<file path="src/rtl/regfile_wb_sched.sv">
// Write-back scheduler: arbitrates ALU/load results onto the register-file write port
// and tracks per-register pending writes. Optional forwarding outputs: REGFILE_WB_BYPASS_EN.
module regfile_wb_sched #(
  parameter int N          = 32,
  parameter int W          = 32,
  parameter int CNT_W      = 2,
  parameter int STARVE_MAX = 4
) (
  input  logic                 clk,
  input  logic                 rst_n,
  input  logic                 iss_valid,
  input  logic [$clog2(N)-1:0] iss_rd,
  output logic                 iss_stall,
  output logic [N-1:0]         busy,
  input  logic                 alu_valid,
  output logic                 alu_ready,
  input  logic [$clog2(N)-1:0] alu_rd,
  input  logic [W-1:0]         alu_data,
  input  logic                 mem_valid,
  output logic                 mem_ready,
  input  logic [$clog2(N)-1:0] mem_rd,
  input  logic [W-1:0]         mem_data,
  output logic                 wen,
  output logic [$clog2(N)-1:0] waddr,
  output logic [W-1:0]         wdata,
  output logic                 err
`ifdef REGFILE_WB_BYPASS_EN
  ,
  output logic                 fwd_valid,
  output logic [$clog2(N)-1:0] fwd_rd,
  output logic [W-1:0]         fwd_data
`endif
);

  localparam int AW = $clog2(N);
  localparam int SW = $clog2(STARVE_MAX + 1);
  localparam logic [CNT_W-1:0] CNT_MAX    = {CNT_W{1'b1}};
  localparam logic [CNT_W-1:0] CNT_ONE    = CNT_W'(1);
  localparam logic [CNT_W-1:0] CNT_ZERO   = {CNT_W{1'b0}};
  localparam logic [SW-1:0]    STARVE_LIM = SW'(STARVE_MAX);
  localparam logic [AW-1:0]    RD_ZERO    = {AW{1'b0}};

  logic                alu_forced_s;
  logic                grant_s;
  logic [AW-1:0]       grant_rd_s;
  logic [W-1:0]        grant_data_s;
  logic [SW-1:0]       starve_r;
  logic [CNT_W-1:0]    cnt_r [N];
  logic [N-1:0]        inc_s;
  logic [N-1:0]        dec_s;
  logic [N-1:0]        busy_s;
  logic                underflow_s;
  logic                wen_r;
  logic [AW-1:0]       waddr_r;
  logic [W-1:0]        wdata_r;
  logic                err_r;

  // Arbitration: mem normally wins, a starved ALU is forced through.
  always_comb begin
    alu_forced_s = alu_valid && (starve_r == STARVE_LIM);
    mem_ready    = mem_valid && !alu_forced_s;
    alu_ready    = alu_valid && (!mem_valid || alu_forced_s);
    grant_s      = 1'b0;
    grant_rd_s   = RD_ZERO;
    grant_data_s = {W{1'b0}};
    if (mem_ready) begin
      grant_s      = 1'b1;
      grant_rd_s   = mem_rd;
      grant_data_s = mem_data;
    end else if (alu_ready) begin
      grant_s      = 1'b1;
      grant_rd_s   = alu_rd;
      grant_data_s = alu_data;
    end else begin
      grant_s      = 1'b0;
    end
  end

  assign iss_stall = iss_valid && (iss_rd != RD_ZERO) && (cnt_r[iss_rd] == CNT_MAX);

  // Per-register increment/decrement requests; register 0 never counts.
  always_comb begin
    inc_s          = {N{1'b0}};
    dec_s          = {N{1'b0}};
    inc_s[iss_rd]  = iss_valid && !iss_stall;
    dec_s[waddr_r] = wen_r;
    inc_s[0]       = 1'b0;
    dec_s[0]       = 1'b0;
    underflow_s    = wen_r && (waddr_r != RD_ZERO) && (cnt_r[waddr_r] == CNT_ZERO);
  end

  // Busy view; with forwarding, the final pending write is visible in its write cycle.
  always_comb begin
    busy_s = {N{1'b0}};
    for (int i = 1; i < N; i++) begin
`ifdef REGFILE_WB_BYPASS_EN
      busy_s[i] = (cnt_r[i] != CNT_ZERO) &&
                  !(wen_r && (waddr_r == AW'(i)) && (cnt_r[i] == CNT_ONE));
`else
      busy_s[i] = (cnt_r[i] != CNT_ZERO);
`endif
    end
  end

  assign busy  = busy_s;
  assign wen   = wen_r;
  assign waddr = waddr_r;
  assign wdata = wdata_r;
  assign err   = err_r;
`ifdef REGFILE_WB_BYPASS_EN
  assign fwd_valid = wen_r;
  assign fwd_rd    = waddr_r;
  assign fwd_data  = wdata_r;
`endif

  // Registered write port; a grant to register 0 is consumed without a write.
  always_ff @(posedge clk or negedge rst_n) begin
    if (!rst_n) begin
      wen_r   <= 1'b0;
      waddr_r <= RD_ZERO;
      wdata_r <= {W{1'b0}};
    end else begin
      wen_r <= grant_s && (grant_rd_s != RD_ZERO);
      if (grant_s) begin
        waddr_r <= grant_rd_s;
        wdata_r <= grant_data_s;
      end else begin
        waddr_r <= waddr_r;
        wdata_r <= wdata_r;
      end
    end
  end

  // Starvation counter for the ALU.
  always_ff @(posedge clk or negedge rst_n) begin
    if (!rst_n) begin
      starve_r <= {SW{1'b0}};
    end else if (alu_valid && !alu_ready) begin
      if (starve_r != STARVE_LIM) begin
        starve_r <= starve_r + SW'(1);
      end else begin
        starve_r <= starve_r;
      end
    end else begin
      starve_r <= {SW{1'b0}};
    end
  end

  // Pending-write counters; a decrement on an empty counter is dropped.
  always_ff @(posedge clk or negedge rst_n) begin
    if (!rst_n) begin
      for (int i = 0; i < N; i++) begin
        cnt_r[i] <= CNT_ZERO;
      end
    end else begin
      for (int i = 0; i < N; i++) begin
        case ({inc_s[i], dec_s[i]})
          2'b10:   cnt_r[i] <= cnt_r[i] + CNT_ONE;
          2'b01:   cnt_r[i] <= (cnt_r[i] == CNT_ZERO) ? CNT_ZERO : cnt_r[i] - CNT_ONE;
          2'b11:   cnt_r[i] <= (cnt_r[i] == CNT_ZERO) ? CNT_ONE : cnt_r[i];
          default: cnt_r[i] <= cnt_r[i];
        endcase
      end
    end
  end

  // Sticky underflow flag.
  always_ff @(posedge clk or negedge rst_n) begin
    if (!rst_n) begin
      err_r <= 1'b0;
    end else if (underflow_s) begin
      err_r <= 1'b1;
    end else begin
      err_r <= err_r;
    end
  end

endmodule

</file>
<file path="config.mk">
export PLATFORM = sky130hd
export DESIGN_NAME = regfile_wb_sched
export DESIGN_NICKNAME = d
export VERILOG_FILES = /design/src/rtl/regfile_wb_sched.sv
export SDC_FILE = /design/constraint.sdc
export NUM_CORES = 1
export LEC_CHECK = 0
export CAP_MARGIN = 20
export CORE_UTILIZATION = 35
export CTS_CLUSTER_DIAMETER = 40
export DETAILED_ROUTE_END_ITERATION = 16
export PLACE_DENSITY = 0.67
export SYNTH_ARGS = -nofsm -noshare
export SYNTH_HDL_FRONTEND = slang
export SYNTH_SLANG_ARGS = --single-unit
</file>
<file path="constraint.sdc">
create_clock -name clk -period 3.8 [get_ports clk]
set_clock_uncertainty 0.1 [all_clocks]
set_input_delay 0.95 -clock clk [delete_from_list [all_inputs] [get_ports clk]]
set_output_delay 0.95 -clock clk [all_outputs]
set_load 0.02 [all_outputs]
</file>
==> flow_summary.toml, run 1 <==
[setup_path]
critPathRequiredTime_ns = 3.96
critical_path.max_fanout = 9
worst_r2r_endpoint = "cnt_r[60]"
critical_path.endpoint_type = "flip-flop"
crit_path_arrival_time_ns = 3.87
worstRegToRegCells = 13
setup.worst_path.class = "input pin to flip-flop"
reg2reg_slack_ns = 0.45
worst_setup_path_start_kind = "input pin"
worst_r2r_startpoint = "cnt_r[58]"

[logic_synthesis]
syn-cell-area_sq_um = 8790
count_of_flip_flops_with_a_built_in_enable_after_synthesis = 0
synth.largest_area_cell = "sky130_fd_sc_hd__dfrtp_1"
synth.area.top_cells = "sky130_fd_sc_hd__dfrtp_1 (30%), sky130_fd_sc_hd__ha_1 (17%), sky130_fd_sc_hd__mux2i_1 (7.5%)"
syn_area_per_cell_sq_um = 8.38
synth_nets = 1254
postSynthRegisterBits = 104
yosys.area.top_type_share_pct = 29.6
yosys_cell_types = 66
synthesis.yosys.warnings = 0
synth.yosys.seq_area_share_pct = 29.6
cell_count_after_synthesis = 1049
synth_flop_cell = "sky130_fd_sc_hd__dfrtp_1"
synth-async-reset-ratio_pct = 100

[worst_hold_path]
hold_end = "starve_r[0]"
hp-class = "flip-flop to flip-flop"
worstHoldPathCells = 1
worstHoldStart = "starve_r[0]"

[timing]
finalCriticalPeriod_ns = 3.71
tightest_slew_ns = 0.812
fmax_mhz = 270
maxSlewHeadroom_pct = 45.9
setup_tns_ns = 0
final.setup.worst_slack_ns = 0.0910
timing.final.crit_share_pct = 97.6
setup_viol = 0
finalHoldWorstSlack_ns = 0.376
report.final.slew_viol_count = 0
timing_hold_violations_final = 0
setup_repair_after_global_routing_missed_its_margin = "true"

[finish]
layout.filler_cells = 2358
num-nets-final = 1467
drive_gt1_share_pct = 14.6
syn_to_final_growth_pct = 35.0
antenna-diode-count = 0
finalCoreUtilization_pct = 48.5
register_area_sq_um = 2600
multi_input_area_sq_um = 5760

[pwr]
power_frac_comb_pct = 48.1
cellPowerDensity_nw_per_um2 = 490
power.share.switching_pct = 44.4
cell_internal_pwr_mw = 3.24
ir_drop_v = 0.000284
total_power_mw = 5.82
seqPwrFrac_pct = 34.6
switchingPower_mw = 2.58
power.share.clock_pct = 17.3
leakage_dissipation_nw = 5.62

[flow_run]
number_of_max_cap_violations = 0

[global_route]
grt_overflow = 0
antenna_found_initial = 0
groute.usage.overall_pct = 21.3
global_route_wire_length_before_repair_um = 43600
vias_in_the_first_global_route = 8358
grt_start_max_net_pins = 60

[clock_tree]
cts_root_buffer = "sky130_fd_sc_hd__clkbuf_16"
clk_transition_reported_paths_ns = 0.08
clk_path_buf_depth = 2
cts_buffers = 9
cts_tree = "done"
numClockSinks = 104
htreeDepth = 3
worstSkewPairLatency_ns = 0.37

[route]
ant_nets = 0
firstDrtPassIters = 5
dr.first_iter.drc_count = 617
avgRoutedWirePerCell_um = 16.9
post_drt_via_cell_ratio = 5.31
vias = 8454
wl_um = 26900
detail_route.drc_violations = 0

[floorplan]
top_level_ports = 158
die_width_um = 160
start_util_pct = 35.9
floorplan.die.height_um = 160
fp.dieArea_sq_um = 25700
core_area_sq_um = 24500
floorplan.rows = 57

[outcome]
status = "finished, final reports clean"

[place]
globalplace.congestion = 0.917
pre_cts_ws_ns = -0.747
place.port_buffers = 156
place_hpwl_um = 20400
-- per-stage QoR --
stage	area, sq um	instances
5_1_grt	11900	1591
2_1_floorplan	8830	1049
6_report	11900	1591
3_3_place_gp	11200	1567
4_1_cts	11700	1592
3_5_place_dp	11200	1567
-- worst max-delay path, stage by stage --
cell                        delay (ns)
sky130_fd_sc_hd__buf_8            0.12
sky130_fd_sc_hd__buf_12           0.13
sky130_fd_sc_hd__buf_6            0.13
sky130_fd_sc_hd__and2b_1          0.18
sky130_fd_sc_hd__a221oi_2         0.26
sky130_fd_sc_hd__a211oi_2         0.06
sky130_fd_sc_hd__a211o_1          0.30
sky130_fd_sc_hd__o32ai_2          0.14
sky130_fd_sc_hd__buf_4            0.17
sky130_fd_sc_hd__buf_4            0.14
sky130_fd_sc_hd__nand2_8          0.09
sky130_fd_sc_hd__or4_4            0.45
sky130_fd_sc_hd__ha_4             0.24
sky130_fd_sc_hd__a2111oi_2        0.33
sky130_fd_sc_hd__a31oi_1          0.07
sky130_fd_sc_hd__o21a_1           0.11
-- final cells by class --
cell class              count  share of cell area, %
repair buffers            249                   19.7
clock buffers              10                   2.01
clock inverters             6                  0.559
flip-flops and latches    104                   21.9
multi-input cells         776                   48.5
inverters                 122                   3.86
well taps                 324                   3.42
-- flip-flops by register name, indices dropped and copies added, names as in the netlist --
name and flops:
wdata 32, starve_r 3, waddr 5, cnt_r 62, err 1, wen 1
-- logic make-up after synthesis --
family | Yosys count | share of synthesized area, %
adder cells (fa/ha/maj) | 121 | 17.2
multiplexers | 80 | 9.95
flip-flops | 104 | 29.6
buffers and inverters | 169 | 7.80
AND/OR/NAND/NOR | 371 | 19.7
other | 1 | 0.0427
XOR/XNOR | 1 | 0.0997
AO/OA/AOI/OAI | 202 | 15.6
-- how the worst max path moves through the flow --
| stage | start | endpoint | slack (ns) | cells past startpoint |
|---|---|---|---|---|
| 5_1_grt | iss_rd[0] | cnt_r[46] | -0.02 | 16 |
| 3_5_place_dp | iss_rd[1] | cnt_r[52] | -0.75 | 13 |
| 2_1_floorplan | iss_rd[0] | iss_stall | -0.01 | 10 |
| 3_3_place_gp | iss_rd[1] | iss_stall | -0.70 | 8 |
| 6_report | iss_rd[0] | cnt_r[60] | 0.09 | 16 |
| 4_1_cts | iss_rd[1] | iss_stall | 0.001 | 11 |
-- per-layer routing --
layer,track usage [%],wire length (um),vias to the layer above
met5,0,0,-
met4,6.54,648,0
met3,6.12,2160,45
met2,33.1,12000,329
met1,28.3,12100,3995
li1,-,-,4085
-- timing repair --
item,in CTS,in global routing
hold buffers,0,0
resized for setup,35,56
endpoints found under the setup margin,29,26
setup buffers,9,0
pin swaps,9,10
endpoints found under the hold margin,0,0
-- cell usage after synthesis, drive strengths merged, types with 13 or more instances --
library cell	n
o21ai	75
nand2	138
ha	121
dfrtp	104
a2111oi	13
buf	19
nand3	32
nand4	16
nor2	86
and3	21
a21oi	15
inv	122
mux2i	66
nor3	25
clkbuf	28
a31oi	25
-- power groups by stage --
stage / clock network (mW) / logic, mW / registers (mW)
global route: 1.07 / 3.13 / 2.08
global placement: 0 / 2.67 / 2.00
detailed placement: 0 / 2.72 / 2.01
finish: 1.01 / 2.80 / 2.01
floorplan: 0 / 1.64 / 1.86
CTS: 1.03 / 2.78 / 2.00
-- layout by cell type, fill, tap and decap left out, drive strengths merged, types with 4 or more instances in the layout --
cell type      netlist  routed
o21ai               75      75
or3                  9       9
mux2                10      10
clkbuf              28      13
nand2              138     138
o22ai                6       6
clkdlybuf4s50        0     148
o221a                4       4
ha                 121     121
nor2b                9       9
o21a                 7       7
nor3                25      25
a311oi              11      11
nand2b               5       5
a211oi               6       6
nand4               16      16
mux4                 4       4
and3                21      21
nand3b               5       5
a31oi               25      25
buf                 19      98
dfrtp              104     104
nor2                86      86
nand3               32      32
a2111oi             13      13
a21oi               15      15
and2                 6       6
a221o                9       9
mux2i               66      66
nor3b                5       5
nor4b                4       4
inv                122     126
o221ai               4       4
Power figures use the tool's default switching activity.
==> inputs of run 2 (changes only) <==
- REMOVE_ABC_BUFFERS: default -> 1
==> run 2 against run 1 <==
Net effect: clock power grew 4%; die area is the same; total power is essentially flat; register-to-register slack gained 0.04 ns; sequential share of layout area up 0.20 points; largest power group unchanged; sequential power about the same; largest cell class unchanged; utilization fell by 0.45 points; cell count rose by 0.19%; critical path type unchanged.
==> flow_summary.toml, run 2 (synthesis results as in run 1) <==
[route]
wl_um = 26600
vias = 8371
detail_route.drc_violations = 0
ant_nets = 0
dr.first_iter.drc_count = 502
post_drt_via_cell_ratio = 5.25
firstDrtPassIters = 5
avgRoutedWirePerCell_um = 16.7

[timing]
fmax_mhz = 268
timing.final.crit_share_pct = 98.3
finalCriticalPeriod_ns = 3.74
setup_repair_after_global_routing_missed_its_margin = "true"
tightest_slew_ns = 0.811
setup_viol = 0
timing_hold_violations_final = 0
report.final.slew_viol_count = 0
finalHoldWorstSlack_ns = 0.368
maxSlewHeadroom_pct = 45.8

[setup_path]
critical_path.endpoint_type = "flip-flop"
worst_setup_path_start_kind = "input pin"
worstRegToRegCells = 11
critPathRequiredTime_ns = 3.97
worst_r2r_endpoint = "cnt_r[60]"
crit_path_arrival_time_ns = 3.90
setup.worst_path.class = "input pin to flip-flop"
reg2reg_slack_ns = 0.49
critical_path.max_fanout = 7
worst_r2r_startpoint = "cnt_r[58]"

[global_route]
grt_start_max_net_pins = 69
global_route_wire_length_before_repair_um = 43300
groute.usage.overall_pct = 21.1
grt_overflow = 0
antenna_found_initial = 0
vias_in_the_first_global_route = 8261

[clock_tree]
cts_buffers = 9
numClockSinks = 104
clk_transition_reported_paths_ns = 0.09
cts_hold_buf = 0
htreeDepth = 3
worstSkewPairLatency_ns = 0.37
clk_path_buf_depth = 2
cts_root_buffer = "sky130_fd_sc_hd__clkbuf_16"
cts_tree = "done"

[finish]
syn_to_final_growth_pct = 33.8
largest_reg_flops = 62
final_standard_cell_count_with_taps_included_and_fillers_excluded = 1594
layout.filler_cells = 2310
layout_commonest_cell = "sky130_fd_sc_hd__clkdlybuf4s50_1"
final_cell_mix = "sky130_fd_sc_hd__clkdlybuf4s50_1 (148), sky130_fd_sc_hd__nand2_1 (137), sky130_fd_sc_hd__inv_1 (122)"
top_register = "cnt_r"
antenna-diode-count = 0
num-nets-final = 1470
multi_input_area_sq_um = 5630
drive_gt1_share_pct = 12.7
register_area_sq_um = 2600

[worst_hold_path]
hp-class = "flip-flop to flip-flop"
worstHoldPathCells = 1
worstHoldStart = "starve_r[0]"
hold_end = "starve_r[0]"

[pwr]
seqPwrFrac_pct = 34.4
power.share.clock_pct = 18.0
leakage_dissipation_nw = 5.62
ir_drop_v = 0.000308
cellPowerDensity_nw_per_um2 = 495
cell_internal_pwr_mw = 3.27
power.share.switching_pct = 43.8
power_frac_comb_pct = 47.6
switchingPower_mw = 2.55

[floorplan]
top_level_ports = 158
floorplan.die.height_um = 160
core_area_sq_um = 24500
fp.dieArea_sq_um = 25700
floorplan.rows = 57
start_util_pct = 35.9
die_width_um = 160

[outcome]
status = "finished, final reports clean"

[place]
dp_cells = 1576
globalplace.congestion = 0.939
place.port_buffers = 156
place_hpwl_um = 20700

[flow_run]
number_of_max_cap_violations = 0
-- run 2: what timing repair did --
action / CTS / global route
endpoints found under the setup margin: 32 / 21
pin swaps: 4 / 4
resized for setup: 32 / 23
setup buffers: 2 / 0
-- run 2: power groups by stage --
stage	combinational (mW)	sequential [mW]	clock, mW
6_report	2.77	2.00	1.05
2_1_floorplan	1.58	1.87	0
5_1_grt	3.10	2.06	1.11
4_1_cts	2.78	1.99	1.07
3_5_place_dp	2.73	2.00	0
3_3_place_gp	2.67	1.99	0
-- run 2: metrics by stage --
stage / area (sq um) / total power, mW / setup TNS (ns) / setup WS, ns / util [%]
global placement: 11300 / 4.67 / -21.23 / -0.706 / 46.1
CTS: 11700 / 5.84 / 0 / 0.0650 / 47.8
floorplan: 8560 / 3.45 / -49.09 / -1.80 / -
detailed placement: 11300 / 4.73 / -23.61 / -0.755 / 46.1
finish: 11800 / 5.82 / 0 / 0.0647 / 48.1
global route: 11800 / 6.27 / -0.0712 / -0.0458 / 48.1
-- run 2: cell type report --
type	instances	area share [%]
clock inverters	7	0.809
repair buffers	252	19.9
flip-flops and latches	104	22.1
inverters	122	3.89
clock buffers	9	1.92
multi-input cells	776	47.9
well taps	324	3.45
-- run 2: worst max-delay path by stage --
stage                         start         to  slack (ns)  cells after the start
after global placement    iss_rd[1]  iss_stall       -0.71                      7
after detailed placement  iss_rd[1]  iss_stall       -0.76                      7
after floorplan           alu_valid  alu_ready       -1.80                      2
after CTS                 iss_rd[0]  iss_stall        0.07                      9
final                     iss_rd[3]  cnt_r[60]        0.06                     12
after global routing      iss_rd[3]  cnt_r[60]       -0.05                     14
-- run 2: metal layers --
metal	part of all wire, %	GRT usage [%]	vias to the layer above	wire, um
met1	44	28.0	3926	11800
met2	46	34.2	316	12400
li1	-	-	4092	-
met5	0	0	-	0
met3	7.5	4.86	37	2000
met4	1.7	5.58	0	454
-- run 2: critical path, stage by stage --
cell and delay [ns]:
sky130_fd_sc_hd__dlygate4sd2_1 0.21, sky130_fd_sc_hd__buf_6 0.15, sky130_fd_sc_hd__mux4_2 0.50, sky130_fd_sc_hd__nand3b_1 0.14
sky130_fd_sc_hd__o21ai_2 0.10, sky130_fd_sc_hd__o32ai_4 0.35, sky130_fd_sc_hd__nand2_2 0.14, sky130_fd_sc_hd__or4_1 0.44
sky130_fd_sc_hd__ha_1 0.38, sky130_fd_sc_hd__a2111oi_4 0.33, sky130_fd_sc_hd__a31oi_1 0.08, sky130_fd_sc_hd__o21a_1 0.12
==> inputs of run 3 (changes only) <==
- RECOVER_POWER: default -> 25
==> run 3 against run 2 <==
Net effect: cell count did not move; worst setup slack barely moved; sequential share of layout area barely moved; first-iteration DRC count rose by 20%; the flow now finishes with violations (capacitance limit, slew limit); register-to-register slack barely moved; combinational power barely moved; clock power barely moved; largest power group unchanged; largest cell class unchanged.
==> flow_summary.toml, run 3 (synthesis results as in run 1) <==
[setup_path]
worstRegToRegCells = 11
worst_r2r_endpoint = "cnt_r[60]"
setup.worst_path.class = "input pin to flip-flop"
critical_path.max_fanout = 7
worst_r2r_startpoint = "cnt_r[58]"
critPathRequiredTime_ns = 3.97
critical_path.endpoint_type = "flip-flop"
crit_path_arrival_time_ns = 3.90
worst_setup_path_start_kind = "input pin"
worst_setup_path_endpoint = "cnt_r[60]"
beginning_of_the_critical_path = "iss_rd[3]"
reg2reg_slack_ns = 0.49

[floorplan]
floorplan.die.height_um = 160
fp.dieArea_sq_um = 25700
top_level_ports = 158
core_area_sq_um = 24500
die_width_um = 160
start_util_pct = 35.9
floorplan.rows = 57

[finish]
register_area_sq_um = 2600
top_register = "cnt_r"
multi_input_area_sq_um = 5630
final_cell_mix = "sky130_fd_sc_hd__clkdlybuf4s50_1 (148), sky130_fd_sc_hd__nand2_1 (137), sky130_fd_sc_hd__inv_1 (122)"
largest_reg_flops = 62
layout_commonest_cell = "sky130_fd_sc_hd__clkdlybuf4s50_1"
layout.filler_cells = 2310
finalCoreUtilization_pct = 48.0
postLayoutCellArea_sq_um = 11800
num-nets-final = 1470
antenna-diode-count = 0
drive_gt1_share_pct = 12.6
syn_to_final_growth_pct = 33.7

[outcome]
failed_checks = "capacitance limit, slew limit"
status = "finished with violations"

[pwr]
ir_drop_v = 0.000309
total_power_mw = 5.82
leakage_dissipation_nw = 5.61
cellPowerDensity_nw_per_um2 = 495

[clock_tree]
worstSkewPairLatency_ns = 0.37
numClockSinks = 104
cts_root_buffer = "sky130_fd_sc_hd__clkbuf_16"
cts_tree = "done"
clk_transition_reported_paths_ns = 0.09
htreeDepth = 3
cts_buffers = 9
clk_path_buf_depth = 2

[route]
avgRoutedWirePerCell_um = 16.7
vias = 8353
wl_um = 26700
dr.first_iter.drc_count = 602
post_drt_via_cell_ratio = 5.24
ant_nets = 0
detail_route.drc_violations = 0
firstDrtPassIters = 5

[timing]
timing.final.crit_share_pct = 98.3
fmax_mhz = 268
tightest_slew_ns = 2.50
setup_viol = 0
final.setup.worst_slack_ns = 0.0647
report.final.slew_viol_count = 40
setup_repair_after_global_routing_missed_its_margin = "true"
timing_hold_violations_final = 0
maxSlewHeadroom_pct = -66.5
finalCriticalPeriod_ns = 3.74

[global_route]
grt_overflow = 0
vias_in_the_first_global_route = 8261
grt_start_max_net_pins = 69
groute.usage.overall_pct = 21.1
global_route_wire_length_before_repair_um = 43300
antenna_found_initial = 0

[place]
pre_cts_ws_ns = -0.755
place_hpwl_um = 20700
dpl-instance-area_sq_um = 11300
globalplace.congestion = 0.939
place.port_buffers = 156

[flow_run]
number_of_max_cap_violations = 1

[worst_hold_path]
hp-class = "flip-flop to flip-flop"
## run 3: cell count changes in the layout (fill, tap and decap cells not counted)
cell	before	now
sky130_fd_sc_hd__buf_4	90	89
sky130_fd_sc_hd__clkbuf_1	0	1
## run 3: per-layer routing
metal  GRT usage [%]  vias to the layer above  routed length (um)  share of wire [%]
li1                -                     4094                   -                  -
met1            28.0                     3950               12200                 46
met2            34.2                      273               12300                 46
met3            4.86                       36                1750                6.5
met4            5.58                        0                 448                1.7
met5               0                        -                   0                  0
## run 3: how the worst min path moves through the flow
stage                 from           to  slack [ns]  cells after the start
6_report       starve_r[0]  starve_r[0]        0.37                      1
5_1_grt        starve_r[0]  starve_r[0]        0.40                      1
4_1_cts        starve_r[0]  starve_r[0]        0.38                      1
3_5_place_dp   starve_r[0]  starve_r[0]        0.37                      1
3_3_place_gp   starve_r[0]  starve_r[0]        0.35                      1
2_1_floorplan  starve_r[0]  starve_r[0]        0.33                      1
## run 3: power breakdown
part	internal, mW	switching (mW)
clock	0.534	0.515
combinational	1.29	1.48
sequential	1.45	0.553
total	3.27	2.55
## run 3: through the flow
step,std cells,TNS (ns),hold slack [ns]
after floorplan,1002,-49.09,0.329
after global placement,1576,-21.23,0.346
after detailed placement,1576,-23.61,0.366
after CTS,1594,0,0.379
after global routing,1594,-0.0712,0.401
final,1594,0,0.368
## run 3: repair_timing
action / CTS / global route
endpoints found under the setup margin: 32 / 21
cloned: 0 / 0
resized for setup: 32 / 23
hold buffers: 0 / 0
buffers inserted: 2 / 0
pin swaps: 4 / 4
## run 3: area by class of cell
class | count | share of cell area, %
Clock buffer | 9 | 1.92
Clock inverter | 7 | 0.809
Inverter | 122 | 3.90
Multi-Input combinational cell | 776 | 47.9
Sequential cell | 104 | 22.1
Tap cell | 324 | 3.45
Timing Repair Buffer | 252 | 19.9
## run 3: worst max-delay path, stage by stage
cell	delay, ns
sky130_fd_sc_hd__dlygate4sd2_1	0.21
sky130_fd_sc_hd__buf_6	0.15
sky130_fd_sc_hd__mux4_2	0.51
sky130_fd_sc_hd__nand3b_1	0.14
sky130_fd_sc_hd__o21ai_2	0.10
sky130_fd_sc_hd__o32ai_4	0.35
sky130_fd_sc_hd__nand2_2	0.14
sky130_fd_sc_hd__or4_1	0.45
sky130_fd_sc_hd__ha_1	0.38
sky130_fd_sc_hd__a2111oi_4	0.33
sky130_fd_sc_hd__a31oi_1	0.08
sky130_fd_sc_hd__o21a_1	0.12
